**src/rtl/global_ram_writeback_pkg.sv**
```systemverilog
// global_ram_writeback_pkg: shared drain-FSM state type and default sizing constants.
// Revision 1.0
`default_nettype none

package global_ram_writeback_pkg;

  typedef enum logic [0:0] {
    IDLE = 1'b0,
    REQ  = 1'b1
  } wb_state_t;

  localparam int DEF_DEPTH  = 8;
  localparam int DEF_ADDR_W = 16;
  localparam int DEF_DATA_W = 8;

endpackage

`default_nettype wire

```
**src/rtl/global_ram_writeback_wb_fifo.sv**
```systemverilog
// wb_fifo: pointer-based write-back queue storage; entries are valid by pointer distance only.
// Revision 1.0
`default_nettype none

module wb_fifo
  import global_ram_writeback_pkg::*;
#(
  parameter int DEPTH  = DEF_DEPTH,
  parameter int ADDR_W = DEF_ADDR_W,
  parameter int DATA_W = DEF_DATA_W
) (
  input  logic                       clk,
  input  logic                       rst_n,
  input  logic                       push,
  input  logic                       push_is_word,
  input  logic [ADDR_W-1:0]          push_addr,
  input  logic [DATA_W-1:0]          push_data,
  input  logic                       pop,
  output logic                       head_is_word,
  output logic [ADDR_W-1:0]          head_addr,
  output logic [DATA_W-1:0]          head_data,
  output logic [$clog2(DEPTH)-1:0]   rd_ptr,
  output logic [ADDR_W-1:0]          mem_addr [DEPTH],
  output logic [DATA_W-1:0]          mem_data [DEPTH],
  output logic [$clog2(DEPTH):0]     count,
  output logic                       full,
  output logic                       empty
);

  localparam int PTR_W = $clog2(DEPTH);
  localparam int CNT_W = PTR_W + 1;

  logic [PTR_W-1:0]  wr_ptr;
  logic [ADDR_W-1:0] addr_mem [DEPTH];
  logic [DATA_W-1:0] data_mem [DEPTH];
  logic              word_mem [DEPTH];

  // Storage carries no reset; only the pointers decide which slots are live.
  always_ff @(posedge clk) begin
    if (push) begin
      addr_mem[wr_ptr] <= push_addr;
      data_mem[wr_ptr] <= push_data;
      word_mem[wr_ptr] <= push_is_word;
    end
  end

  always_ff @(posedge clk or negedge rst_n) begin
    if (!rst_n) begin
      wr_ptr <= '0;
      rd_ptr <= '0;
      count  <= '0;
    end else begin
      if (push) wr_ptr <= wr_ptr + 1'b1;
      if (pop)  rd_ptr <= rd_ptr + 1'b1;
      case ({push, pop})
        2'b10:   count <= count + 1'b1;
        2'b01:   count <= count - 1'b1;
        default: count <= count;
      endcase
    end
  end

  assign head_is_word = word_mem[rd_ptr];
  assign head_addr    = addr_mem[rd_ptr];
  assign head_data    = data_mem[rd_ptr];
  assign mem_addr     = addr_mem;
  assign mem_data     = data_mem;
  assign full         = (count == CNT_W'(DEPTH));
  assign empty        = (count == '0);

endmodule

`default_nettype wire

```
**src/rtl/global_ram_writeback.sv**
```systemverilog
// global_ram_writeback: cache-to-global-RAM write-back queue with drain FSM, flush and read forwarding.
// Revision 1.0
`default_nettype none

module global_ram_writeback
  import global_ram_writeback_pkg::*;
#(
  parameter int DEPTH  = DEF_DEPTH,
  parameter int ADDR_W = DEF_ADDR_W,
  parameter int DATA_W = DEF_DATA_W
) (
  input  logic                     clk,
  input  logic                     rst_n,
  input  logic                     in_valid,
  output logic                     in_ready,
  input  logic                     in_is_word,
  input  logic [ADDR_W-1:0]        in_addr,
  input  logic [DATA_W-1:0]        in_data,
  output logic                     ram_req,
  input  logic                     ram_ack,
  output logic                     ram_is_word,
  output logic [ADDR_W-1:0]        ram_addr,
  output logic [DATA_W-1:0]        ram_data,
  input  logic                     flush,
  output logic                     flush_done,
  input  logic [ADDR_W-1:0]        lookup_addr,
  output logic                     lookup_hit,
  output logic [DATA_W-1:0]        lookup_data,
  output logic [$clog2(DEPTH):0]   count,
  output logic                     full,
  output logic                     empty
);

  localparam int PTR_W = $clog2(DEPTH);
  localparam int CNT_W = PTR_W + 1;

  wb_state_t         state_q, state_d;
  logic              flush_active;
  logic              push, pop;
  logic [DATA_W-1:0] push_data;
  logic [PTR_W-1:0]  rd_ptr;
  logic [PTR_W-1:0]  lk_idx;
  logic [ADDR_W-1:0] mem_addr [DEPTH];
  logic [DATA_W-1:0] mem_data [DEPTH];

  // Gating with rst_n keeps in_ready low while reset is held.
  assign in_ready  = rst_n && !full && !flush_active;
  assign push      = in_valid && in_ready;
  assign push_data = in_is_word ? in_data : {{(DATA_W-1){1'b0}}, in_data[0]};

  wb_fifo #(
    .DEPTH  (DEPTH),
    .ADDR_W (ADDR_W),
    .DATA_W (DATA_W)
  ) u_fifo (
    .clk          (clk),
    .rst_n        (rst_n),
    .push         (push),
    .push_is_word (in_is_word),
    .push_addr    (in_addr),
    .push_data    (push_data),
    .pop          (pop),
    .head_is_word (ram_is_word),
    .head_addr    (ram_addr),
    .head_data    (ram_data),
    .rd_ptr       (rd_ptr),
    .mem_addr     (mem_addr),
    .mem_data     (mem_data),
    .count        (count),
    .full         (full),
    .empty        (empty)
  );

  always_ff @(posedge clk or negedge rst_n) begin
    if (!rst_n) state_q <= IDLE;
    else        state_q <= state_d;
  end

  always_comb begin
    state_d = state_q;
    ram_req = 1'b0;
    pop     = 1'b0;
    case (state_q)
      IDLE: if (count != '0) state_d = REQ;
      REQ: begin
        ram_req = 1'b1;
        if (ram_ack) begin
          pop     = 1'b1;
          state_d = IDLE;
        end
      end
      default: state_d = IDLE;
    endcase
  end

  always_ff @(posedge clk or negedge rst_n) begin
    if (!rst_n) begin
      flush_active <= 1'b0;
      flush_done   <= 1'b0;
    end else begin
      flush_done <= 1'b0;
      if ((flush_active || flush) && empty && (state_q == IDLE)) begin
        flush_active <= 1'b0;
        flush_done   <= 1'b1;
      end else if (flush) begin
        flush_active <= 1'b1;
      end
    end
  end

  // Walk oldest to newest so the last match seen is the newest entry.
  always_comb begin
    lookup_hit  = 1'b0;
    lookup_data = '0;
    lk_idx      = '0;
    for (int k = 0; k < DEPTH; k++) begin
      lk_idx = rd_ptr + PTR_W'(k);
      if ((CNT_W'(k) < count) && (mem_addr[lk_idx] == lookup_addr)) begin
        lookup_hit  = 1'b1;
        lookup_data = mem_data[lk_idx];
      end
    end
  end

endmodule

`default_nettype wire

```
**config.mk**
```make
export PLATFORM = sky130hd
export DESIGN_NAME = global_ram_writeback
export DESIGN_NICKNAME = d
export VERILOG_FILES = /design/src/rtl/global_ram_writeback_pkg.sv /design/src/rtl/global_ram_writeback_wb_fifo.sv /design/src/rtl/global_ram_writeback.sv
export SDC_FILE = /design/constraint.sdc
export NUM_CORES = 1
export LEC_CHECK = 0
export CAP_MARGIN = 20
export CORE_MARGIN = 3
export CORE_UTILIZATION = 39
export CTS_CLUSTER_DIAMETER = 50
export CTS_CLUSTER_SIZE = 10
export DETAILED_ROUTE_END_ITERATION = 10
export GPL_TIMING_DRIVEN = 0
export MAX_ROUTING_LAYER = met4
export SLEW_MARGIN = 20
export SYNTH_ARGS = -nofsm -noshare
export SYNTH_HDL_FRONTEND = slang
export SYNTH_SLANG_ARGS = --single-unit
```
**constraint.sdc**
```tcl
create_clock -name clk -period 5.9 [get_ports clk]
set_clock_uncertainty 0.05 [all_clocks]
set_input_delay 0.885 -clock clk [delete_from_list [all_inputs] [get_ports clk]]
set_output_delay 0.885 -clock clk [all_outputs]
set_load 0.005 [all_outputs]
```
; ---- Yosys cells after proc, flatten, opt, wreduce, memory -nomap -nowiden
; Memories as Yosys holds them, arrays and structs flattened.
; Index checks and enable logic that the tools add are counted.
[word_totals]
ff_bits = 205
wordCells = 176
ram_bits = 8
output_inout_bits = 43
n_memories = 1
in_bits = 46
[memory_table]
columns = memory, words, word_bits, read_ports, rd_ports_with_merged_regs, wr, line
row1 = u_fifo.word_mem, 8, 1, 1, 0, 1, global_ram_writeback_wb_fifo.sv:36  ; logic word_mem [DEPTH];
[op_classes]
eq_ne = 11
reduce_logical = 21
addsub = 10
n_lt_le_gt_ge = 18
bitwise = 10
muxes = 83
[op_table]
columns = operator, count
row1 = $bmux W16 S3, 8
row2 = $mux W16, 17
row3 = $mux W8, 26
row4 = $bmux W8 S3, 8
row5 = $bwmux W128, 1
row6 = $eq A16 B16 Y1, 8
row7 = $bwmux W64, 1
row8 = $demux W16 S3, 1
row9 = $ge A4 B4 Y1 const B, 9
row10 = $not A3 Y4, 9
row11 = $demux W8 S3, 1
row12 = $mux W1, 18
row13 = $lt A3 B4 Y1 const A, 4
row14 = $logic_and A1 B1 Y1, 14
row15 = $add A3 B3 Y3 const B, 4
row16 = $lt A1 B4 Y1 const A, 2
row17 = $lt A2 B4 Y1 const A, 2
row18 = $pmux W4 S2, 1
row19 = $add A3 B1 Y3 const B, 2
row20 = $add A3 B2 Y3 const B, 2
row21 = $add A4 B1 Y4 const B, 1
row22 = $eq A4 B4 Y1 const B, 1
row23 = $logic_not A4 Y1, 1
row24 = $lt A4 B1 Y1 const B, 1
row25 = other kinds (9), 11

; ---- Depth between registers and ports, before layout
; Gate-level depths: netlist of run 1.
[logic_depth]
word_depth = 14
ltp_mapped = 21
mapped_depth_nobuf = 11

; ---- Modules after synthesis
; A second synthesis of run 1 with hierarchy kept.
[hier_totals]
hier_cells = 1391
hier_area_um2 = 19147.1
[modules_own_cells]
columns = mod, cells_per_inst, n_inst, area_each_um2, seq_area_each_um2
row1 = global_ram_writeback, 1041, 1, 10825.4, 75.1
row2 = wb_fifo, 350, 1, 8321.7, 6256.0

; ---- Worst setup path after synthesis of run 1
; Ideal clock, no wire load.
[synth_timing]
path_type = register to output
start = reg u_fifo.rd_ptr[1]
end = out lookup_data[6]
path_stages_with_launch = 18
n_path_buf = 7
setup_slack_ps = 363
arrival_ps = 4602
required_time_ps = 4965
path_cell_list = dfrtp_1 -> buf_2 -> buf_4 -> buf_2 -> buf_2 -> buf_1 -> inv_1 -> ha_1 -> buf_6 -> buf_6 -> mux4_2 -> xnor2_2 -> o21ai_0 -> or4b_4 -> nor4_4 -> a21oi_2 -> a211o_1 -> a31oi_1
[synth_between]
elab_chain_cells = 14
elab_cells_between_ends = 87
cone_classes = add/sub: 7 / eq/ne: 8 / mux: 56 / bitwise: 8 / reduce/logical: 8
[synth_lines]
columns = item, line
row1 = from (decl), global_ram_writeback_wb_fifo.sv:22  ; output logic [$clog2(DEPTH)-1:0] rd_ptr,
row2 = from (signal assigned), global_ram_writeback_wb_fifo.sv:54  ; if (pop) rd_ptr <= rd_ptr + 1'b1;
row3 = $add A3 B1 Y3 / $not A3 Y4 (equally long branches), "global_ram_writeback.sv:117, global_ram_writeback.sv:118, global_ram_writeback.sv:120"
row4 = $not A3 Y4 (not written as such) / $bmux W16 S3 (equally long branches), "global_ram_writeback.sv:118, global_ram_writeback.sv:120"
row5 = $bmux W16 S3 / $mux W16 (equally long branches), global_ram_writeback.sv:118  ; if ((CNT_W'(k) < count) && (mem_addr[lk_idx] == lookup_addr)) begin
row6 = $mux W16 (not written as such), global_ram_writeback.sv:118
row7 = $mux W16 (not written as such) / $eq A16 B16 Y1 (equally long branches), global_ram_writeback.sv:118
row8 = $eq A16 B16 Y1 / $logic_and A1 B1 Y1 (equally long branches), global_ram_writeback.sv:118
row9 = $logic_and A1 B1 Y1 / $mux W8 (equally long branches), global_ram_writeback.sv:118
row10 = $mux W8 (6 in a row), global_ram_writeback.sv:118
row11 = $mux W8 *, global_ram_writeback.sv:118
row12 = to (decl), global_ram_writeback.sv:28  ; output logic [DATA_W-1:0] lookup_data,
; Every way passes the cells marked *; elsewhere a longest branch is shown, timed or not. The select of a mux whose other input is x is not followed.

; ---- Worst setup path in the final report of run 1
[layout_timing]
start = reg u_fifo.rd_ptr[0]
end = out lookup_data[0]
[layout_between]
elab_cells_between_ends = 87
cone_classes = add/sub: 7 / eq/ne: 8 / mux: 56 / bitwise: 8 / reduce/logical: 8
[layout_rtl]
columns = item, line
row1 = $add A3 B3 Y3 *, global_ram_writeback.sv:117  ; lk_idx = rd_ptr + PTR_W'(k);
row2 = named net lk_idx[0], global_ram_writeback.sv:42  ; logic [PTR_W-1:0] lk_idx;
row3 = $not A3 Y4 (not written as such) *, "global_ram_writeback.sv:118, global_ram_writeback.sv:120"
row4 = $bmux W16 S3, global_ram_writeback.sv:118
row5 = $mux W16 (not written as such) (2 in a row), global_ram_writeback.sv:118
row6 = $eq A16 B16 Y1, global_ram_writeback.sv:118
row7 = $logic_and A1 B1 Y1, global_ram_writeback.sv:118
row8 = $mux W8 *, global_ram_writeback.sv:118
; The timed path passes the listed nets; every way through them passes the cells marked *. The select of a mux whose other input is x is not followed.

==> results of run 1 <==
[through the flow]
stage               setup TNS, ns  std cells  worst slack (ns)  utilization
finish                          0       2051           0.00764        0.483
floorplan                       0       1286             0.363            -
detailed placement         -26.27       1954             -2.97        0.441
CTS                        -0.147       2046           -0.0723        0.482
global placement          -106.45       1939             -2.97        0.434
global route              -0.0218       2051           -0.0218        0.483
[worst min-delay path by stage]
stage,end,slack (ns),cells after the start
finish,flush_done$_DFF_PN0_,0.45,1
global route,flush_done$_DFF_PN0_,0.49,1
global placement,flush_done$_DFF_PN0_,0.45,1
CTS,flush_done$_DFF_PN0_,0.46,1
detailed placement,flush_done$_DFF_PN0_,0.45,1
floorplan,flush_done$_DFF_PN0_,0.43,1
[power breakdown]
group          leakage, uW  switching, uW  internal, uW
Sequential         0.00196           63.4          1710
Clock             0.000410            657           947
Combinational      0.00458           5290          4150
Total              0.00696           6010          6800
[sequential cells by signal (all words and copies together), names as in the netlist, 3 cells and up]
register,count
u_fifo.wr_ptr,3
u_fifo.mem_data,64
u_fifo.word_mem,8
u_fifo.mem_addr,128
u_fifo.count,4
u_fifo.rd_ptr,3
[cell type report]
class	count	area, um2
diodes	3	7.51
plain buffers	100	758
clock buffers	38	759
clock inverters	10	108
fillers	3784	21900
inverters	20	98.8
multi-input cells	949	10300
flip-flops and latches	213	6330
well taps	577	722
repair buffers	141	1430
[kinds of logic (layout without fill, tap and decap cells)]
logic type	count (synthesis)	in the layout	synth area share
AO/OA/AOI/OAI	123	123	0.0485
XOR/XNOR	159	159	0.0832
adder cells (fa/ha/maj)	7	7	0.00518
buffers and inverters	124	309	0.0399
flip-flops	213	213	0.374
multiplexers	315	315	0.347
other	0	3	0
AND/OR/NAND/NOR	345	345	0.102
[critical path: cells and delay by family (launching register included)]
family	cells	cell delay (ns)
buffers and inverters	8	1.17
AO/OA/AOI/OAI	3	0.73
AND/OR/NAND/NOR	4	0.68
multiplexers	1	0.51
XOR/XNOR	1	0.51
flip-flops	1	0.41
adder cells (fa/ha/maj)	1	0.35
[repair_timing]
action,in CTS,in global routing
pin swaps,27,7
resized for setup,140,15
setup buffers,44,5
cloned,1,0
endpoints found under the setup margin,10,9
[routing by layer]
layer | vias to the layer above | track usage
met5 | - | -
met4 | 0 | 0.112
li1 | 5445 | -
met1 | 6904 | 0.386
met2 | 1104 | 0.429
met3 | 190 | 0.0842
[layout by cell type (no fill, tap or decap), types with 6 or more instances in the layout]
cell and count:
clkbuf_16 29, clkbuf_1 37, a21o_1 7, buf_12 15, xor2_1 30, nand3_1 56
nand4_1 27, mux2_2 29, buf_16 7, a211o_1 8, buf_2 27, o21ai_0 18
xnor2_2 10, nand2b_1 6, a221oi_1 8, ha_1 6, nand2_1 157, edfxtp_1 200
and2_1 10, clkdlybuf4s50_1 67, inv_1 13, a31oi_1 8, nor4_4 6, dfrtp_1 12
nor3_1 7, mux4_2 213, nor2_4 7, nor2_1 29, a21oi_1 38, clkbuf_2 6
mux2i_1 71, buf_1 9, xnor2_1 113, buf_4 59, buf_6 17
==> results.json, run 1 <==
{
  "number_of_flops_mapped_to_enable_cells_by_yosys": 200,
  "wl_met3_mm": 8.05,
  "finalPower_uw": 12800,
  "ys_types": 76,
  "crit_path_max_incr_delay_ns": 0.51,
  "clk-insertion-delay-late_ns": 0.57,
  "power_leakage_uw": 0.00696,
  "cts_buffers": 29,
  "grt_pass1_wl_mm": 95.0,
  "critical_path.reg2reg.endpoint": "u_fifo.mem_addr[117]$_DFFE_PP_",
  "post_route_cells_drive_above_1_share": 0.322,
  "drt_wl_total_mm": 66.5,
  "grt_antenna_before_repair": 3,
  "ff2ff_setup_slack_ns": 2.61,
  "worst_slew_pin_slew_ns": 1.07,
  "detail_route.drc_violations": 0,
  "synthArstFlopShare": 0.0610,
  "drt-vias-per-instance": 6.65,
  "worstSetupStartpoint": "u_fifo.rd_ptr[0]$_DFFE_PN0P_",
  "crit_path_end_kind": "output pin",
  "pins_over_their_slew_limit": 0,
  "grt_total_ovfl": 0,
  "routedLengthMet1_mm": 26.0,
  "critPathCapture": "lookup_data[0]",
  "fmax_mhz": 170,
  "synth.cells.most_frequent": "213 x mux4_2, 200 x edfxtp_1, 157 x nand2_1",
  "netlist.top_cell.by_area": "edfxtp_1",
  "yosys.area.top_type_share": 0.355,
  "fin_crit_ns": 5.89,
  "wl_per_cell_um": 32.4,
  "first_global_vias": 13100,
  "grt_max_degree": 16,
  "final_min_period_over_clock_period": 0.999,
  "ys.flop_type": "edfxtp_1",
  "avgSynthCellArea_um2": 13.2,
  "report.final.hold_viol_count": 0,
  "timing.critical_path.from_type": "flop",
  "finalSetupViolations": 0,
  "critPathMaxFanout": 9,
  "yosysWarnings": 0,
  "synth.most_common_cell": "mux4_2",
  "gpl.final_weighted_congestion": 1.02,
  "crit_arrival_ns": 4.96,
  "seq_area_frac_synth": 0.374,
  "ir_drop_worst_case_vdd_uv": 300,
  "synth_fp_nets": 1339,
  "rr_worst_depth": 9,
  "postSynthCellCount": 1286,
  "timing.critical_path.mode_cell": "buf_12",
  "x_dimension_of_the_die_um": 214,
  "rows": 75,
  "cts-hold-fix-buffers": 0,
  "cellPowerDensity_nw_per_um2": 625,
  "req_time_crit_path_ns": 4.97,
  "full_die_area_um2": 45900,
  "cts_tree": "done",
  "antenna_violating_nets_post_route": 0,
  "clock_tree.root_cell": "clkbuf_16",
  "detailroute.wirelength.met2_mm": 29.4,
  "clkSlewWorstSetupHoldPaths_ns": 0.05,
  "initial_utilization": 0.399,
  "syn_area_um2": 16900,
  "clock-sinks": 213,
  "drt_iter0_drc": 2019,
  "count_of_vias_placed_by_the_detailed_router": 13600,
  "hold_path.class": "reg2reg",
  "max-cap-violations": 0,
  "worst_slew_margin_rel": 0.281,
  "clock_tree.buffer_depth": 3,
  "routed.top_layer": "met4",
  "finish.instance_area_um2": 20500,
  "drt_first_pass_iters": 5,
  "fin_nets": 1507,
  "status": "complete, no violations",
  "dp.final_hpwl_mm": 47.9,
  "critical_path_cell_by_cell": "buf_12, buf_12, inv_16, buf_12, ha_4, buf_4, buf_12, mux4_2, xnor2_1, nor2_1, a2111oi_0, and4b_1, nand4bb_1, clkbuf_2, nand3_1, a211o_1, a31oi_4, buf_2",
  "worst_path_max_delay_cell": "mux4_2",
  "crit_type": "reg2out",
  "critical_path.reg2reg.startpoint": "u_fifo.count[0]$_DFFE_PN0P_",
  "holdCritStartpoint": "state_q$_DFF_PN0_",
  "ioPinCount": 89,
  "core_region_area_um2": 42400,
  "placed_area_um2": 18700,
  "unrepaired_setup_endpoints_after_global_routing": "yes",
  "io_buffer_count": 76,
  "clock_tree.htree_level_count": 1,
  "postSynthRegisterBits": 213,
  "fin_worst_hold_slack_ns": 0.453,
  "netlist_top_cells_area": "edfxtp_1 35%, mux4_2 28%, xnor2_1 6.5%, mux2i_1 4.2%, nand2_1 3.5%",
  "die_h_um": 214,
  "synthToLayoutAreaGrowth_pct": 21.1,
  "grt_util_all_layers": 0.292
}
Power figures use the tool's default switching activity.
==> run 2: changes to the inputs <==
--- a/config.mk
+++ b/config.mk
@@ -6,13 +6,16 @@
 export NUM_CORES = 1
 export LEC_CHECK = 0
 export CAP_MARGIN = 20
+export CORE_ASPECT_RATIO = 1.2
 export CORE_MARGIN = 3
 export CORE_UTILIZATION = 39
 export CTS_CLUSTER_DIAMETER = 50
 export CTS_CLUSTER_SIZE = 10
 export DETAILED_ROUTE_END_ITERATION = 10
 export GPL_TIMING_DRIVEN = 0
+export HOLD_SLACK_MARGIN = 0.05
 export MAX_ROUTING_LAYER = met4
+export REMOVE_ABC_BUFFERS = 1
 export SLEW_MARGIN = 20
 export SYNTH_ARGS = -nofsm -noshare
 export SYNTH_HDL_FRONTEND = slang
==> results.json, run 2 (synthesis results as in run 1) <==
{
  "status": "complete, no violations",
  "ioPinCount": 89,
  "cts_tree": "done",
  "sequential_cell_area_um2": 6340,
  "ff2ff_setup_slack_ns": 2.64,
  "grt_util_all_layers": 0.239,
  "multi_input_comb_area_um2": 10400,
  "worst_slew_pin_slew_ns": 0.852,
  "grt_total_ovfl": 0,
  "ir_drop_worst_case_vdd_uv": 375,
  "synthToLayoutAreaGrowth_pct": 22.1,
  "drt-vias-per-instance": 6.41,
  "die_h_um": 234,
  "drt_iter0_drc": 1445,
  "gpl.final_weighted_congestion": 0.915,
  "hold_end": "flush_done$_DFF_PN0_",
  "max-cap-violations": 0,
  "clock_tree.root_cell": "clkbuf_16",
  "rows": 82,
  "dp.final_hpwl_mm": 36.6,
  "family_of_cells_with_the_greatest_summed_delay_on_the_critical_path": "buffers and inverters",
  "grt_antenna_before_repair": 1,
  "clk-insertion-delay-late_ns": 0.57,
  "pre_cts_ws_ns": -1.62,
  "report.final.hold_viol_count": 0,
  "io_buffer_count": 88,
  "crit_path_max_incr_delay_ns": 0.54,
  "final_min_period_over_clock_period": 0.987,
  "hold_path.class": "reg2reg",
  "drt_first_pass_iters": 6,
  "fin_nets": 1438,
  "num-fill-cells": 3645,
  "finalPower_uw": 12400,
  "first_global_vias": 12400,
  "layout.cells.most_common": "mux4_2",
  "critical_path.reg2reg.endpoint": "u_fifo.mem_addr[107]$_DFFE_PP_",
  "grt_pass1_wl_mm": 80.4,
  "worstSetupStartpoint": "u_fifo.rd_ptr[0]$_DFFE_PN0P_",
  "holdCritStartpoint": "state_q$_DFF_PN0_",
  "pins_over_their_slew_limit": 0,
  "finalSetupViolations": 0,
  "clock_tree.buffer_depth": 3,
  "clock-sinks": 213,
  "clock_tree.htree_level_count": 1,
  "worst_slew_margin_rel": 0.429,
  "post_route_cells_drive_above_1_share": 0.314,
  "critPathMaxFanout": 17,
  "rr_worst_depth": 9,
  "full_die_area_um2": 45900,
  "clkSlewWorstSetupHoldPaths_ns": 0.06,
  "final.setup.worst_slack_ns": 0.0773,
  "drt_wl_total_mm": 54.1,
  "largest_register_ffs": 128,
  "layout_cells_excl_fill": 1944,
  "x_dimension_of_the_die_um": 196,
  "whs_path_depth": 1,
  "critical_path_cell_by_cell": "buf_16, inv_16, ha_4, buf_12, buf_16, buf_4, mux4_2, nand2_1, a21oi_1, a21oi_1, or4b_4, nor4_4, buf_12, a21oi_1, a211o_1, a31oi_2, clkdlybuf4s50_1",
  "crit_arrival_ns": 4.89,
  "crit_path_end_kind": "output pin",
  "antenna_violating_nets_post_route": 0,
  "worst_path_max_delay_cell": "clkdlybuf4s50_1",
  "req_time_crit_path_ns": 4.97,
  "critical_path.reg2reg.startpoint": "u_fifo.count[1]$_DFFE_PN0P_",
  "tns_ns": 0,
  "crit_type": "reg2out",
  "timing.critical_path.mode_cell": "a21oi_1",
  "cellPowerDensity_nw_per_um2": 601,
  "grt_max_degree": 51,
  "cts_buffers": 29,
  "critical_path.n_buffers_inverters": 7,
  "fin_crit_ns": 5.82,
  "critical_path_depth": 17,
  "timing.critical_path.from_type": "flop",
  "dp_cells": 1851,
  "fmax_mhz": 172,
  "detail_route.drc_violations": 0,
  "cts-hold-fix-buffers": 0,
  "core_region_area_um2": 42300,
  "initial_utilization": 0.400,
  "wl_per_cell_um": 27.8,
  "mostFrequentLayoutCells": "213 x mux4_2, 200 x edfxtp_1, 157 x nand2_1",
  "power_leakage_uw": 0.00695,
  "count_of_vias_placed_by_the_detailed_router": 12500
}
[run 2: changes by cell type in the layout (fill, tap and decap cells not counted), sizes merged, moves of 2 or more]
cell,delta
buf,-58
bufbuf,+2
bufinv,+2
clkbuf,-40
clkdlybuf4s50,+18
diode,-2
dlymetal6s2s,+2
[run 2: worst max-delay path by stage]
| stage | slack (ns) | to |
|---|---|---|
| floorplan | -10.23 | lookup_data[6] |
| global placement | -17.00 | lookup_hit |
| detailed placement | -1.62 | lookup_data[1] |
| CTS | 0.01 | lookup_data[6] |
| global route | -0.01 | lookup_data[7] |
| finish | 0.08 | lookup_data[3] |
[run 2: power by group]
group / total [uW] / internal, uW / switching, uW
logic: 8930 / 4390 / 4540
registers: 1840 / 1720 / 123
clock network: 1650 / 1010 / 637
total: 12400 / 7120 / 5300
[run 2: repair_timing]
item,CTS,global route
pin swaps,10,11
resized for setup,37,29
setup endpoints to repair,9,8
setup buffers,26,14
cloned,6,3
[run 2: area by class of cell]
cell class / instances / share of cell area
Clock inverter: 11 / 0.00667
Antenna cell: 1 / 0.000121
Sequential cell: 213 / 0.307
Inverter: 20 / 0.00442
Multi-Input combinational cell: 950 / 0.505
Tap cell: 546 / 0.0331
Timing Repair Buffer: 171 / 0.108
Clock buffer: 32 / 0.0357
[run 2: stage by stage]
| stage | util | instance area (um2) | hold slack (ns) |
|---|---|---|---|
| 3_3_place_gp | 0.423 | 17900 | 0.422 |
| 6_report | 0.489 | 20600 | 0.440 |
| 3_5_place_dp | 0.442 | 18700 | 0.434 |
| 2_1_floorplan | - | 16300 | 0.427 |
| 4_1_cts | 0.480 | 20300 | 0.442 |
| 5_1_grt | 0.489 | 20600 | 0.475 |
[run 2: layer usage]
layer | routed length [um] | part of all wire | GRT usage
met1 | 20500 | 0.38 | 0.296
met2 | 26700 | 0.49 | 0.395
met3 | 4310 | 0.080 | 0.0356
met4 | 2550 | 0.047 | 0.105
met5 | 0 | 0 | -
